==> src/rtl/uart_pkg.sv <==
// uart_pkg
//   Shared UART definitions: receiver state encoding, default payload width
//   and the clocks-per-bit helper used to derive bit timing from clock/baud.
package uart_pkg;

  // Frame width when the instantiating block does not override it.
  localparam int DEFAULT_PAYLOAD_BITS = 8;

  // Receiver FSM state, 3-bit encoding.
  typedef enum logic [2:0] {
    RX_IDLE  = 3'd0,
    RX_START = 3'd1,
    RX_DATA  = 3'd2,
    RX_STOP  = 3'd3,
    RX_BREAK = 3'd4
  } rx_state_t;

  // Whole clocks per serial bit; integer division truncates (434 at 50 MHz / 115200).
  function automatic int clks_per_bit(input int clk_hz, input int baud);
    return clk_hz / baud;
  endfunction

endpackage

==> src/rtl/uart_rx_sync.sv <==
// uart_rx_sync
//   Two-flop synchronizer for asynchronous inputs. Resets to all ones so an
//   idle-high serial line does not look like a start bit coming out of reset.
// Ports
//   clk  in  1      system clock
//   rst  in  1      synchronous active-low reset
//   d    in  WIDTH  asynchronous inputs
//   q    out WIDTH  inputs delayed two clocks, in the clk domain
module uart_rx_sync #(
  parameter int WIDTH = 1
) (
  input  logic             clk,
  input  logic             rst,
  input  logic [WIDTH-1:0] d,
  output logic [WIDTH-1:0] q
);

  logic [WIDTH-1:0] meta;

  always_ff @(posedge clk) begin
    if (!rst) begin
      meta <= '1;
      q    <= '1;
    end else begin
      meta <= d;
      q    <= meta;
    end
  end

endmodule

==> src/rtl/uart_byte_receiver.sv <==
// uart_byte_receiver
//   UART receiver, 8N1 by default, LSB first. The line is synchronized, the
//   start bit is qualified at its middle (rejecting short glitches) and each
//   subsequent bit is sampled one bit period later, i.e. at mid-bit.
// Ports
//   clk               in   1             system clock
//   rst               in   1             synchronous active-low reset
//   uart_rxd          in   1             asynchronous serial line, idle high
//   uart_rx_data      out  PAYLOAD_BITS  last correctly framed byte (held)
//   uart_rx_valid     out  1             one-cycle pulse, uart_rx_data updated
//   uart_rx_frame_err out  1             one-cycle pulse, stop bit sampled low
//   uart_rx_busy      out  1             frame in progress (incl. break wait)
module uart_byte_receiver
  import uart_pkg::*;
#(
  parameter int CLK_HZ       = 50_000_000,
  parameter int BAUD         = 115_200,
  parameter int PAYLOAD_BITS = DEFAULT_PAYLOAD_BITS,
  parameter int CLKS_PER_BIT = clks_per_bit(CLK_HZ, BAUD)
) (
  input  logic                    clk,
  input  logic                    rst,
  input  logic                    uart_rxd,
  output logic [PAYLOAD_BITS-1:0] uart_rx_data,
  output logic                    uart_rx_valid,
  output logic                    uart_rx_frame_err,
  output logic                    uart_rx_busy
);

  localparam int CNT_W = $clog2(CLKS_PER_BIT);
  localparam int IDX_W = $clog2(PAYLOAD_BITS + 1);

  // Start bit is checked half a bit in; every later sample is a full bit on.
  localparam logic [CNT_W-1:0] HALF_LAST = CNT_W'(CLKS_PER_BIT / 2 - 1);
  localparam logic [CNT_W-1:0] BIT_LAST  = CNT_W'(CLKS_PER_BIT - 1);
  localparam logic [IDX_W-1:0] IDX_LAST  = IDX_W'(PAYLOAD_BITS - 1);

  logic                    rxd_s;
  rx_state_t               state;
  logic [CNT_W-1:0]        clk_cnt;
  logic [IDX_W-1:0]        bit_idx;
  logic [PAYLOAD_BITS-1:0] shift_reg;
  logic [PAYLOAD_BITS-1:0] shift_next;

  uart_rx_sync #(.WIDTH(1)) u_sync (
    .clk (clk),
    .rst (rst),
    .d   (uart_rxd),
    .q   (rxd_s)
  );

  // New bits enter at the MSB so the first (LSB) bit ends up at bit 0
  // after PAYLOAD_BITS shifts.
  always_comb begin
    shift_next                 = shift_reg >> 1;
    shift_next[PAYLOAD_BITS-1] = rxd_s;
  end

  always_ff @(posedge clk) begin
    if (!rst) begin
      state             <= RX_IDLE;
      clk_cnt           <= '0;
      bit_idx           <= '0;
      shift_reg         <= '0;
      uart_rx_data      <= '0;
      uart_rx_valid     <= 1'b0;
      uart_rx_frame_err <= 1'b0;
      uart_rx_busy      <= 1'b0;
    end else begin
      uart_rx_valid     <= 1'b0;
      uart_rx_frame_err <= 1'b0;
      unique case (state)
        RX_IDLE: begin
          clk_cnt <= '0;
          if (!rxd_s) begin
            state        <= RX_START;
            uart_rx_busy <= 1'b1;
          end
        end

        RX_START: begin
          if (clk_cnt == HALF_LAST) begin
            clk_cnt <= '0;
            if (!rxd_s) begin
              state   <= RX_DATA;
              bit_idx <= '0;
            end else begin
              // Line already back high at mid start bit: glitch, drop it.
              state        <= RX_IDLE;
              uart_rx_busy <= 1'b0;
            end
          end else begin
            clk_cnt <= clk_cnt + CNT_W'(1);
          end
        end

        RX_DATA: begin
          if (clk_cnt == BIT_LAST) begin
            clk_cnt   <= '0;
            shift_reg <= shift_next;
            bit_idx   <= bit_idx + IDX_W'(1);
            if (bit_idx == IDX_LAST) state <= RX_STOP;
          end else begin
            clk_cnt <= clk_cnt + CNT_W'(1);
          end
        end

        RX_STOP: begin
          if (clk_cnt == BIT_LAST) begin
            clk_cnt <= '0;
            if (rxd_s) begin
              uart_rx_data  <= shift_reg;
              uart_rx_valid <= 1'b1;
              state         <= RX_IDLE;
              uart_rx_busy  <= 1'b0;
            end else begin
              uart_rx_frame_err <= 1'b1;
              state             <= RX_BREAK;
            end
          end else begin
            clk_cnt <= clk_cnt + CNT_W'(1);
          end
        end

        RX_BREAK: begin
          // Hold off until the line returns high so a held-low line
          // is not mistaken for a stream of start bits.
          if (rxd_s) begin
            state        <= RX_IDLE;
            uart_rx_busy <= 1'b0;
          end
        end

        default: begin
          state        <= RX_IDLE;
          clk_cnt      <= '0;
          uart_rx_busy <= 1'b0;
        end
      endcase
    end
  end

endmodule

==> config.mk <==
export PLATFORM = sky130hd
export DESIGN_NAME = uart_byte_receiver
export DESIGN_NICKNAME = d
export VERILOG_FILES = /design/src/rtl/uart_pkg.sv /design/src/rtl/uart_rx_sync.sv /design/src/rtl/uart_byte_receiver.sv
export SDC_FILE = /design/constraint.sdc
export NUM_CORES = 1
export LEC_CHECK = 0
export CORE_MARGIN = 3
export CORE_UTILIZATION = 61
export DETAILED_ROUTE_END_ITERATION = 7
export PLACE_DENSITY = 0.92
export SYNTH_ARGS = -nofsm -noshare
export SYNTH_HDL_FRONTEND = slang
export SYNTH_SLANG_ARGS = --single-unit
==> constraint.sdc <==
create_clock -name clk -period 5.8 [get_ports clk]
set_input_delay 1.74 -clock clk [delete_from_list [all_inputs] [get_ports clk]]
set_output_delay 1.74 -clock clk [all_outputs]
set_load 0.02 [all_outputs]
==> metrics.cfg <==
[outcome]
status=finished, final reports clean

[global_route]
grt_pass1_wl_um=6360
antenna_found_initial=0
grt_pass1_vias=1373
track_usage_pct=23.5
grt_max_degree=30
grt-ovfl-total=0

[floorplanning]
dieWidth_um=59.5
die_h_um=59.5
rows=18
coreArea_sq_mm=0.00259
pin_count=14
die-area_sq_mm=0.00353
start_util_pct=67.3

[synthesis]
synth_top_area_cell=dfxtp_1
syn_inst=192
synthTopCellsByArea=dfxtp_1 (42%), mux2i_1 (9.8%), nor2_1 (4.3%)
synth_warnings=0
synthFlopType=dfxtp_1
netlist-cell-type-count=43
synthArstFlopShare_pct=0
synth_enable_flop_cells=0
yosys.area.top_type_share_pct=42.5
synth_fp_nets=199
seq_area_frac_synth_pct=42.5
avgSynthCellArea_sq_um=9.08
synth_seq_cells=37
netlist_area_sq_mm=0.00174

[placed_design]
place_congestion=0.886
place.port_buffers=13
dp_hpwl_um=2520
post-place-ws_ns=2.14
dp_cells=225

[final_layout]
largest_reg_flops=9
fin_cells=233
n_antenna_cell=0
area_growth_pct=12.4
fill_cells=159
drive_above_1_share_pct=8.37
nNetsFinal=209

[clock_tree]
cts_resized=0
htree_levels=2
post-cts-setup-buffers=0
cts_tree=done
clock_sinks=37
path_clk_slew_ns=0.10
cts.path.max_buffers=2
cts_hold_buf=0
cts_made_buffers=5
cts_root_buf=clkbuf_4
worstSkewPairLatency_ns=0.33

[power]
p_leak_nw=0.715
power_density_mw_per_mm2=236
peakVddDrop_uv=217

[sta]
fmax_ghz=0.300
slew_headroom_pct=43.0
fin_crit_sh_pct=57.5
drv_slew=0
fin_skew_ns=0.00613
setup_viol=0
rsz0062_at_grt=false
period_minus_slack_ns=3.34
fin_hold_ws_ns=0.424
finalHoldViolations=0
final.setup.tns_ns=0
worst_pin_slew_ns=0.850
fin_ws_ns=2.46

[setup_path]
crit_path_cell_trace=clkdlybuf4s50_1, inv_1, a2111oi_0, a32o_2
cp-end-kind=register
worstRegToRegCells=7
cp.arrival_ns=3.62
worst_path_largest_cell_delay_ns=0.72
r2r_slack_ns=3.51
cp.required_ns=6.08
critPathLaunchType=input pin
crit-reg2reg-launch=clk_cnt[1]$_SDFFE_PN0P_
path_delay_family=buffers and inverters
reg2reg_to=state[1]$_SDFFE_PN0P_
crit_buf_inv=2
crit_path_max_fanout=29
slowest_stage=clkdlybuf4s50_1
critPathKind=input pin to register

[detailed_routing]
ant_nets=0
via_per_inst=6.27
vias=1462
wl_per_cell_um=15.6
wl_um=3640
drt_iter0_markers=159
drc=0
first_pass_iters=4

[worst_hold_path]
hold_start=u_sync.meta$_SDFF_PN1_
hold_class=register to register
hold_depth=1
hold_end=u_sync.q$_SDFF_PN1_

[job]
drv_cap=0

==> cell usage after synthesis, types with 2 or more instances <==
master and count:
and2_1 3, nor4bb_1 2, o21ai_0 3, mux2i_1 17
o22ai_1 7, and4b_1 2, ha_1 4, nor3_1 7
nand4_1 2, nor4_1 4, dfxtp_1 37, nor2_1 20
a211oi_1 4, clkbuf_1 8, o31a_1 2, buf_2 2
a21oi_1 11, nand3_1 5, or3b_2 2, nand2b_1 3
o21a_1 3, nand2_1 18, inv_1 6
==> layer usage <==
layer	up-vias	share of wire, %	GRT usage (%)
met5	-	0	0
met4	0	1.8	10.4
met3	7	5.4	4.58
met2	55	48	35.4
met1	679	45	32.4
li1	721	-	-
==> worst max path at each step <==
stage | from | to | slack, ns | cells past startpoint
after detailed placement | rst | state[1]$_SDFFE_PN0P_ | 2.14 | 4
final | rst | state[1]$_SDFFE_PN0P_ | 2.46 | 4
after CTS | rst | state[1]$_SDFFE_PN0P_ | 2.49 | 4
after global placement | rst | state[1]$_SDFFE_PN0P_ | 2.31 | 4
after floorplan | rst | shift_reg[2]$_SDFFE_PN0P_ | 3.27 | 4
after global routing | rst | state[1]$_SDFFE_PN0P_ | 2.34 | 4
==> final cells by class <==
| type | instances | area, sq um | share of cell area [%] |
|---|---|---|---|
| multi-input cells | 137 | 928 | 47.4 |
| flip-flops and latches | 37 | 741 | 37.8 |
| repair buffers | 15 | 145 | 7.41 |
| clock buffers | 7 | 55.1 | 2.81 |
| well taps | 30 | 37.5 | 1.92 |
| clock inverters | 1 | 30.0 | 1.53 |
| inverters | 6 | 22.5 | 1.15 |
==> layout by cell type, fill, tap and decap left out, types with 2 or more instances in the layout <==
cell             netlist  final
nand4_1                2      2
o21a_1                 3      3
or3b_2                 2      2
a21oi_1               11     11
dfxtp_1               37     37
nor2_1                20     20
buf_4                  1      2
o21ai_0                3      3
nand2_1               18     18
inv_1                  6      6
o31a_1                 2      2
clkdlybuf4s50_1        0     13
and2_1                 3      3
ha_1                   4      4
nor4bb_1               2      2
and4b_1                2      2
a211oi_1               4      4
mux2i_1               17     17
nor3_1                 7      7
nor4_1                 4      4
nand2b_1               3      3
nand3_1                5      5
o22ai_1                7      7
clkbuf_4               0      5
==> cell families after synthesis <==
| group | Yosys count | share of synthesized area [%] |
|---|---|---|
| simple gates | 76 | 23.2 |
| compound gates | 40 | 17.4 |
| flops | 37 | 42.5 |
| buf+inv | 18 | 4.24 |
| mux | 17 | 9.76 |
| fa+ha+maj | 4 | 2.87 |
==> per-stage QoR <==
| step | instance area [sq um] | util (%) | total power [mW] |
|---|---|---|---|
| 6_report | 1960 | 75.7 | 0.462 |
| 2_1_floorplan | 1740 | - | 0.280 |
| 5_1_grt | 1960 | 75.7 | 0.480 |
| 3_5_place_dp | 1870 | 72.4 | 0.285 |
| 3_3_place_gp | 1870 | 72.4 | 0.285 |
| 4_1_cts | 1960 | 75.7 | 0.466 |
==> power breakdown <==
part	switching (mW)	internal, mW	leakage (nW)
Sequential	0.00325	0.256	0.299
Clock	0.0794	0.103	0.0455
Combinational	0.0127	0.00783	0.371
Power figures use the tool's default switching activity.
